## src/rtl/mc_control_unit.sv

```systemverilog
// Multicycle MIPS-style control unit: a Moore FSM that sequences the datapath
// through fetch, decode and per-instruction execute/writeback states.
// Optional feature: define MC_ADDI_EN to add the addi path (states 10/11);
// without it, addi is treated as an illegal opcode and halts the machine.
//
// state  | meaning
// -------+-----------------------------------------------
// FETCH  | read instruction, load IR, PC <= PC+4
// DECODE | precompute branch target, dispatch on opCode
// MEMADR | compute lw/sw effective address
// MEMRD  | read data memory
// MEMWB  | write loaded word to rt
// MEMWR  | write rt to data memory
// EXEC   | R-type ALU operation
// RWB    | write ALU result to rd
// BRANCH | beq compare, conditional PC update
// JUMP   | unconditional PC update
// ADDIEX | addi ALU operation (MC_ADDI_EN only)
// ADDIWB | write addi result to rt (MC_ADDI_EN only)
// HALT   | illegal opcode, absorbing until reset
module mc_control_unit #(
  parameter int ST_W = 4
) (
  input  logic            clk,
  input  logic            rst_n,
  input  logic [5:0]      opCode,
  output logic            PCWriteCond,
  output logic            PCWrite,
  output logic            IorD,
  output logic            r_wbar,
  output logic            memToReg,
  output logic            IRWrite,
  output logic            aluSrcA,
  output logic            RegWrite,
  output logic            RegDst,
  output logic [1:0]      PCSrc,
  output logic [1:0]      aluop,
  output logic [1:0]      aluSrcB,
  output logic [ST_W-1:0] state,
  output logic            illegal
);

  typedef enum logic [ST_W-1:0] {
    FETCH  = 0,
    DECODE = 1,
    MEMADR = 2,
    MEMRD  = 3,
    MEMWB  = 4,
    MEMWR  = 5,
    EXEC   = 6,
    RWB    = 7,
    BRANCH = 8,
    JUMP   = 9,
`ifdef MC_ADDI_EN
    ADDIEX = 10,
    ADDIWB = 11,
`endif
    HALT   = 15
  } state_t;

  localparam logic [5:0] OP_LW   = 6'b100011;
  localparam logic [5:0] OP_SW   = 6'b101011;
  localparam logic [5:0] OP_RT   = 6'b000000;
  localparam logic [5:0] OP_BEQ  = 6'b000100;
  localparam logic [5:0] OP_J    = 6'b000010;
`ifdef MC_ADDI_EN
  localparam logic [5:0] OP_ADDI = 6'b001000;
`endif

  state_t     r_state;
  state_t     w_next;
  logic       r_illegal;
  logic       w_pcwc, w_pcw, w_iord, w_rwbar, w_m2r, w_irw, w_srca, w_regw, w_regdst;
  logic [1:0] w_pcsrc, w_aluop, w_srcb;

  // State register and sticky illegal flag; reset lands in FETCH.
  always_ff @(posedge clk or negedge rst_n) begin
    if (!rst_n) begin
      r_state   <= FETCH;
      r_illegal <= 1'b0;
    end else begin
      r_state   <= w_next;
      r_illegal <= r_illegal | (w_next == HALT);
    end
  end

  // Next-state and Moore output decode; opCode is only looked at in DECODE/MEMADR.
  always_comb begin
    w_next   = r_state;
    w_pcwc   = 1'b0;
    w_pcw    = 1'b0;
    w_iord   = 1'b0;
    w_rwbar  = 1'b1;
    w_m2r    = 1'b0;
    w_irw    = 1'b0;
    w_srca   = 1'b0;
    w_regw   = 1'b0;
    w_regdst = 1'b0;
    w_pcsrc  = 2'b00;
    w_aluop  = 2'b00;
    w_srcb   = 2'b00;
    case (r_state)
      FETCH: begin
        w_irw  = 1'b1;
        w_pcw  = 1'b1;
        w_srcb = 2'b01;
        w_next = DECODE;
      end
      DECODE: begin
        w_srcb = 2'b11;
        case (opCode)
          OP_LW, OP_SW: w_next = MEMADR;
          OP_RT:        w_next = EXEC;
          OP_BEQ:       w_next = BRANCH;
          OP_J:         w_next = JUMP;
`ifdef MC_ADDI_EN
          OP_ADDI:      w_next = ADDIEX;
`endif
          default:      w_next = HALT;
        endcase
      end
      MEMADR: begin
        w_srca = 1'b1;
        w_srcb = 2'b10;
        // IR cannot legally change here; anything but lw/sw means corruption.
        if (opCode == OP_LW)      w_next = MEMRD;
        else if (opCode == OP_SW) w_next = MEMWR;
        else                      w_next = HALT;
      end
      MEMRD: begin
        w_iord = 1'b1;
        w_next = MEMWB;
      end
      MEMWB: begin
        w_m2r  = 1'b1;
        w_regw = 1'b1;
        w_next = FETCH;
      end
      MEMWR: begin
        w_iord  = 1'b1;
        w_rwbar = 1'b0;
        w_next  = FETCH;
      end
      EXEC: begin
        w_srca  = 1'b1;
        w_aluop = 2'b10;
        w_next  = RWB;
      end
      RWB: begin
        w_regdst = 1'b1;
        w_regw   = 1'b1;
        w_next   = FETCH;
      end
      BRANCH: begin
        w_srca  = 1'b1;
        w_aluop = 2'b01;
        w_pcwc  = 1'b1;
        w_pcsrc = 2'b01;
        w_next  = FETCH;
      end
      JUMP: begin
        w_pcw   = 1'b1;
        w_pcsrc = 2'b10;
        w_next  = FETCH;
      end
`ifdef MC_ADDI_EN
      ADDIEX: begin
        w_srca = 1'b1;
        w_srcb = 2'b10;
        w_next = ADDIWB;
      end
      ADDIWB: begin
        w_regw = 1'b1;
        w_next = FETCH;
      end
`endif
      HALT:    w_next = HALT;
      default: w_next = HALT;
    endcase
  end

  // Write strobes are forced safe while reset is held, independent of decode.
  assign PCWriteCond = w_pcwc & rst_n;
  assign PCWrite     = w_pcw  & rst_n;
  assign IRWrite     = w_irw  & rst_n;
  assign RegWrite    = w_regw & rst_n;
  assign r_wbar      = w_rwbar | ~rst_n;
  assign IorD        = w_iord;
  assign memToReg    = w_m2r;
  assign aluSrcA     = w_srca;
  assign RegDst      = w_regdst;
  assign PCSrc       = w_pcsrc;
  assign aluop       = w_aluop;
  assign aluSrcB     = w_srcb;
  assign state       = r_state;
  assign illegal     = r_illegal;

endmodule

```

## config.mk

```make
export PLATFORM = sky130hd
export DESIGN_NAME = mc_control_unit
export DESIGN_NICKNAME = d
export VERILOG_FILES = /design/src/rtl/mc_control_unit.sv
export SDC_FILE = /design/constraint.sdc
export NUM_CORES = 1
export LEC_CHECK = 0
export ABC_AREA = 1
export BUFFER_PORTS_ARGS = -buffer_cell sky130_fd_sc_hd__clkbuf_2
export CAP_MARGIN = 10
export CORE_AREA = 2 2 39 41
export CTS_CLUSTER_SIZE = 16
export DETAILED_ROUTE_END_ITERATION = 12
export DIE_AREA = 0 0 41 43
export PLACE_DENSITY = 0.71
export SYNTH_ARGS = -nofsm -noshare
export SYNTH_HDL_FRONTEND = slang
export SYNTH_SLANG_ARGS = --single-unit
```

## constraint.sdc

```tcl
create_clock -name clk -period 1.82 [get_ports clk]
set_clock_uncertainty 0.15 [all_clocks]
set_input_delay 0.273 -clock clk [delete_from_list [all_inputs] [get_ports clk]]
set_output_delay 0.273 -clock clk [all_outputs]
set_load 0.05 [all_outputs]
```

; Word level (Yosys, flattened, before mapping)
; Index checks and enable logic that the tools add are counted.
; Widths: inputs -> output; s select.
[totals]
word_cells = 47
output_inout_bits = 20
register_bits = 5
[classes]
n_reduce_logical = 8
n_mux = 16
bitwise = 7
eq_ne = 14
[op_table]
columns = op, count
row1 = $pmux 4 s6, 1
row2 = $eq 4x3->1 const B, 4
row3 = $pmux 4 s4, 1
row4 = $eq 4x4->1 const B, 3
row5 = $eq 6x6->1 const B, 2
row6 = $mux 1, 9
row7 = $eq 4x2->1 const B, 2
row8 = $mux 4, 2
row9 = $pmux 2 s2, 2
row10 = $reduce_or 2->1, 4
row11 = $eq 6x2->1 const B, 1
row12 = $eq 6x3->1 const B, 1
row13 = $logic_not 6->1, 1
row14 = $pmux 2 s3, 1
row15 = $reduce_or 5->1, 1
row16 = $and 1x1->1, 4
row17 = $eq 4x1->1 const B, 1
row18 = $logic_not 4->1, 1
row19 = $reduce_or 3->1, 1
row20 = $or 1x1->1, 2
row21 = $not 1->1, 1

; Logic depth before layout (Yosys ltp)
; Gate-level depths: netlist of the first run.
[logic_depth]
depth_word = 6
ltp_mapped = 7
depth_no_buf = 7

; Worst setup path before layout of the first run
; No wires, ideal clock.
[synth_path]
kind = reg-to-output
from = reg r_state[3], in the netlist state[3]
to = out PCWriteCond
slack_ns = -1.482
arrival_time_ns = 2.879
stages_incl_launch_ff = 5
n_path_buf = 0
required_time_ns = 1.397
cell_sequence = dfrtp_1 > inv_2 > nor3_1 > inv_1 > nor2_1
[synth_between]
elab_chain_cells = 3
[synth_lines]
columns = element, line_no
row1 = from (decl), 70  ; state_t r_state;
row2 = from (signal assigned), 82  ; r_state <= w_next;
row3 = $eq 4x4->1, 102  ; case (r_state)
row4 = $mux 1, 102
row5 = $and 1x1->1, 183  ; assign PCWriteCond = w_pcwc & rst_n;
row6 = to (decl), 27  ; output logic PCWriteCond,
; No other way between the ends.

; Final worst setup path of the first run
[layout_path]
from = reg r_state[1], in the netlist state[1]
to = out PCWrite
[layout_between]
elab_chain_cells = 4
[layout_lines]
columns = element, line_no
row1 = $eq 4x4->1 or $logic_not 4->1 (tied branches), 102
row2 = $reduce_or 2->1 (no line) (*), -
row3 = $mux 1 (*), 102
row4 = $and 1x1->1 (*), 184  ; assign PCWrite = w_pcw & rst_n;
row5 = to (decl), 28  ; output logic PCWrite,
; Mark *: on every way between the ends. The rest lies on a longest branch, timed or not.

==> results of run 1 <==
==> path summary, 6_finish.rpt <==
| kind | from | to | slack (ns) |
|---|---|---|---|
| max in group asynchronous | rst_n | state[2] | 1.00 |
| min | opCode[4] | state[2] | 0.25 |
| min in group asynchronous | rst_n | state[0] | 0.30 |
| min reg2reg | illegal | illegal | 0.31 |
| max reg2reg | state[2] | state[2] | 0.40 |
| max | state[1] | PCWrite | 0.03 |
==> power by group <==
part	internal [mW]	switching (mW)
sequential	0.111	0
clock	0.0832	0.0504
combinational	0.0112	0.0184
total	0.206	0.0689
==> state kept, by name, indices dropped and copies added, names as in the netlist <==
name     count
state        4
illegal      1
==> area by class of cell <==
type	count	area, um2	share of cell area [%]
Inverter	19	83.8	9.10
Sequential cell	5	130	14.1
Timing Repair Buffer	35	255	27.7
Multi-Input combinational cell	61	405	44.0
Tap cell	16	20.0	2.17
Clock buffer	4	26.3	2.85
==> what timing repair did <==
| item | 4_1_cts | 5_1_grt |
|---|---|---|
| gates resized for setup | 19 | 14 |
| endpoints found under the setup margin | 9 | 9 |
| hold buffers | 1 | 0 |
| pin swaps | 1 | 3 |
| buffers inserted | 1 | 3 |
| endpoints found under the hold margin | 5 | 0 |
| cloned | 0 | 0 |
==> per-stage QoR <==
step | instance area [um2] | setup TNS [ns] | instances
final | 921 | 0 | 140
after global routing | 921 | -0.134 | 140
after CTS | 872 | -0.00812 | 137
after detailed placement | 764 | 0 | 131
after global placement | 764 | 0 | 131
after floorplan | 594 | -1.18 | 86
==> per-layer routing <==
metal,vias up,track usage (%),share of wire (%)
met5,-,0,0
met4,0,8.00,0
met3,0,3.14,5.8
met2,24,31.6,58
met1,276,18.4,36
li1,346,-,-
==> critical path, cell delays in order (launching register included) <==
cell and delay (ns):
dfrtp_2 0.42, inv_4 0.09, nand2_2 0.12, inv_2 0.10, nand3_2 0.09, a21oi_4 0.14
buf_8 0.16
==> placed cells by master, fill, tap and decap left out, drive strengths merged <==
cell type / synthesis / routed
nor2: 20 / 20
nor3: 2 / 2
clkinv: 0 / 1
dfrtp: 5 / 5
dlygate4sd3: 0 / 1
inv: 19 / 18
nand3: 11 / 11
clkbuf: 0 / 25
nand4: 1 / 1
a21oi: 4 / 4
buf: 1 / 13
nand2: 19 / 19
o21ai: 4 / 4
==> cells by family (layout without fill, tap and decap cells) <==
kind of cell / after synthesis / after routing / synth area share [%]
compound gates: 8 / 8 / 8.58
buf+inv: 20 / 58 / 15.4
flops: 5 / 5 / 24.5
simple gates: 53 / 53 / 51.5
==> metrics.md, run 1 <==
| Metric | Value |
|---|---|
| Die ar. | `1760 um2` |
| Most used DFF post-synth | `dfrtp_1` |
| Port Buf Inserts | `27` |
| Die width | `41 um` |
| Share of cells above drive strength 1 | `60.5%` |
| Global-route wire length before repair | `2.13 mm` |
| Hpwl dp | `1.14 mm` |
| Synth Register Bits | `5` |
| First-pass detailed-route iteration total | `4` |
| DRT iter0 DRCs | `6` |
| Netlist cell types | `17` |
| Syn Inst Count | `86` |
| # rows | `14` |
| Vias in the first global route | `~550` |
| Period utilisation layout | `98.1%` |
| CTS root buf | `clkbuf_4` |
| GPL Wtd Cong | `0.781` |
| CTS H-tree depth | `1` |
| Cell Pwr Density | `just under 300 nW/um2` |
| Total power | `0.275 mW` |
| Final Hold Violating Endpoints | `0` |
| Fillers | `around 120` |
| Headroom to the max-slew limit | `between 70 and 80%` |
| Minimum clock period | `1.79 ns` |
| Fmax achieved | `0.560 GHz` |
| Hold depth | `5` |
| Area of the mapped netlist | `510 um2` |
| Core area | `1380 um2` |
| # DRC | `0` |
| Worst Path Max Fanout | `4` |
| Worst hold-check path type | `in2reg` |
| Total of max-cap violations | `0` |
| Crit path launch type | `flop` |
| Gr usage total | `17.7%` |
| Chip height | `43 um` |
| Critical path class | `reg2out` |
| Min setup slack post-route | `0.0346 ns` |
| DR vias | `646` |
| Hold slack | `0.250 ns` |
| Top post-synthesis cells by area | `dfrtp_1 (25%), inv_1 (12%), nor2_1 (12%), nand2_1 (11%), nand3_1 (8.8%)` |
| Synth area leader | `dfrtp_1` |
| Sequential area share after synthesis | `24.5%` |
| Nets | `133` |
| # setup viols final | `0` |
| Initial core utilization | `a little under two fifths` |
| Element type at the critical path end | `primary output` |
| Clk sinks | `5` |
| Clock-pin slew on the worst setup and hold paths | `0.05 ns` |
| Async SR Flop Fraction | `100%` |
| Clock tree from TritonCTS | `yes` |
| Final WL | `about 1.5 mm` |
| Largest net degree at the start of global routing | `6` |
| Status | `finished, final reports clean` |
| Initial antenna violation count | `0` |
| DR WL/cell | `10.6 um` |
| DR vias/cell | `4.61` |
| Longest Clk Path Bufs | `2` |
| Antenna-violating nets left | `0` |
| Syn nets | `94` |
| Number of antenna diodes | `0` |
| LEAKAGE | `0.477 nW` |
| Slew @ Worst Pin | `approximately 0.34 ns` |
| WP data required | `roughly 1.4 ns` |
| GRT overflow | `0` |
| Place WS | `0.0686 ns` |
| I/O Pins | `28` |
| RSZ-0062 raised after global routing | `yes` |
| Worst r2r path cells | `7` |
| TritonCTS Buffers | `3` |
| Worst VDD drop | `0.241 mV` |
| Syn_area_per_cell | `approximately 5.9 um2` |
| Post-synth EDFFs | `0` |
| Worst skew pair latency | `0.25 ns` |
| Most instantiated cells after synthesis | `inv_1 (16), nor2_1 (16), nand2_1 (15)` |
| Util after Layout | `66.5%` |
| Max Slew Vio Count | `0` |
| Area Growth Syn to Fin | `80.4%` |
| Critical Path AT | `1.36 ns` |
| Yosys top cell area share | `around 25%` |
| Synth warnings | `0` |
Note: power is estimated with default switching activity, not from simulation.
==> run 2: changes to the inputs <==
- clock period: 1.82 -> 1.8 ns (I/O delays scaled with it)
==> run 2 against run 1 <==
  * Utilization grew 3.4 points
  * Global-route usage grew 1.0 points
  * Power is 2.7% lower
  * Critical path type unchanged
  * Design area rose by 5.2%
  * Clock power shrank 7%
  * First-iteration DRC count increased by 17%
  * Non-clock buffer count grew 3
==> metrics.md, run 2 (synthesis results as in run 1) <==
| Metric | Value |
|---|---|
| Critical Path AT | `1.37 ns` |
| CP peak stage delay | `approximately 0.44 ns` |
| GRT overflow | `0` |
| Reg area | `between 100 and 150 um2` |
| Worst Path Max Fanout | `4` |
| Area of the multi-input gates | `424 um2` |
| Largest net degree at the start of global routing | `6` |
| CTS H-tree depth | `1` |
| TritonCTS Buffers | `3` |
| Crit path to | `aluSrcA` |
| FF-to-FF setup slack | `0.31 ns` |
| DR vias/cell | `4.80` |
| # setup viols final | `0` |
| # DRC | `0` |
| Longest Clk Path Bufs | `2` |
| CTS root buf | `clkbuf_4` |
| DR WL/cell | `11.4 um` |
| Crit path launch type | `flop` |
| First-pass detailed-route iteration total | `4` |
| Final Hold Violating Endpoints | `0` |
| Core area | `approximately 1400 um2` |
| Critical R2R Capture | `state[2]` |
| WP data required | `1.38 ns` |
| Die ar. | `1760 um2` |
| Met3 routed WL | `a little over 60 um` |
| LEAKAGE | `0.486 nW` |
| GPL Wtd Cong | `0.783` |
| Cell Pwr Density | `276 nW/um2` |
| DRT iter0 DRCs | `7` |
| Clk sinks | `5` |
| Die width | `between 40 and 50 um` |
| Worst hold-check path type | `in2reg` |
| Wl on met1 | `approximately 630 um` |
| Headroom to the max-slew limit | `78.4%` |
| Port Buf Inserts | `27` |
| I/O Pins | `28` |
| Share of cells above drive strength 1 | `59.8%` |
| Clock-pin slew on the worst setup and hold paths | `about 0.040 ns` |
| DR top layer | `met3` |
| Gr usage total | `18.7%` |
| Chip height | `43 um` |
| Critical path class | `reg2out` |
| Critical Path Slowest Stage Cell | `dfrtp_2` |
| Crit path cell chain | `inv_4, nand2_8, nor3_4, inv_2, o21ai_2, buf_8` |
| Worst VDD drop | `0.356 mV` |
| Worst r2r src | `state[2]` |
| Hpwl dp | `roughly 1.1 mm` |
| Commonest non-fill, non-tap cell in the layout | `clkbuf_2` |
| Initial core utilization | `36.9%` |
| Clock tree from TritonCTS | `yes` |
| Area Growth Syn to Fin | `89.7%` |
| Max reg flops | `4` |
| Minimum clock period | `~1.8 ns` |
| Critical Path Start | `state[0]` |
| Slew @ Worst Pin | `between 0.3 and 0.4 ns` |
| DR vias | `686` |
| Vias in the first global route | `578` |
| # rows | `14` |
| Status | `finished, final reports clean` |
| Global-route wire length before repair | `2.35 mm` |
| Initial antenna violation count | `0` |
| Final WL | `1.63 mm` |
| Setup_tns | `0 ns` |
| Max Slew Vio Count | `0` |
| Element type at the critical path end | `primary output` |
| Antenna-violating nets left | `0` |
| Period utilisation layout | `99.3%` |
| Total of max-cap violations | `0` |
| Worst r2r path cells | `9` |
| Total power | `between 0.2 and 0.3 mW` |
| Number of antenna diodes | `0` |
| Hold slack | `0.268 ns` |
| Most frequent cells in the layout | `clkbuf_2 (15), nand2_1 (14), inv_1 (12)` |
| Worst skew pair latency | `0.23 ns` |
| Fillers | `111` |
| Fmax achieved | `~0.56 GHz` |
| Nets | `around 140` |
| RSZ-0062 raised after global routing | `yes` |
| Wire length on met2 | `945 um` |
[run 2: changes by cell type in the layout (fill, tap and decap cells not counted), sizes merged]
cell | previous run | this run
buf | 13 | 20
clkbuf | 25 | 21
clkinv | 1 | 0
inv | 18 | 19
[run 2: final cells by class]
cell class | count | share of cell area [%]
multi-input combinational | 61 | 43.8
tap | 16 | 2.07
clock buffer | 4 | 2.71
timing repair buffer | 38 | 29.6
sequential | 5 | 13.4
inverter | 19 | 8.40
[run 2: worst min-delay path by stage]
stage                          end  startpoint  depth (start not counted)
after floorplan            illegal       rst_n                          0
after global placement     illegal       rst_n                          1
after detailed placement   illegal       rst_n                          1
after CTS                 state[2]   opCode[4]                          5
after global routing      state[2]   opCode[4]                          5
final                     state[2]   opCode[4]                          5
[run 2: critical path, delay by kind of cell (launching register included)]
kind,cells,cell delay (ns)
compound gates,1,0.08
flops,1,0.44
simple gates,2,0.27
buf+inv,3,0.35
[run 2: through the flow]
stage	setup WS [ns]	area (um2)	util [%]	std cells
floorplan	-0.327	599	-	86
global placement	0.111	769	55.6	131
detailed placement	0.0578	769	55.6	131
CTS	-0.0118	910	65.7	138
global route	-0.0596	968	70.0	143
finish	0.0120	968	70.0	143
[run 2: routing by layer]
metal,GRT usage (%),vias up
met5,0,-
met1,22.1,317
met3,0,0
met4,4.00,0
met2,35.0,19
li1,-,350
[run 2: repair_timing]
item	4_1_cts	5_1_grt
pin swaps	2	2
gates resized for setup	21	16
setup buffers	2	5
endpoints found under the hold margin	5	0
endpoints found under the setup margin	10	10
hold buffers	1	0
[run 2: where the power goes]
group          leakage [nW]  internal (mW)  switching, mW  total (mW)
clock                0.0150         0.0835         0.0407       0.124
sequential           0.0425          0.113              0       0.113
combinational         0.428         0.0113         0.0190      0.0304
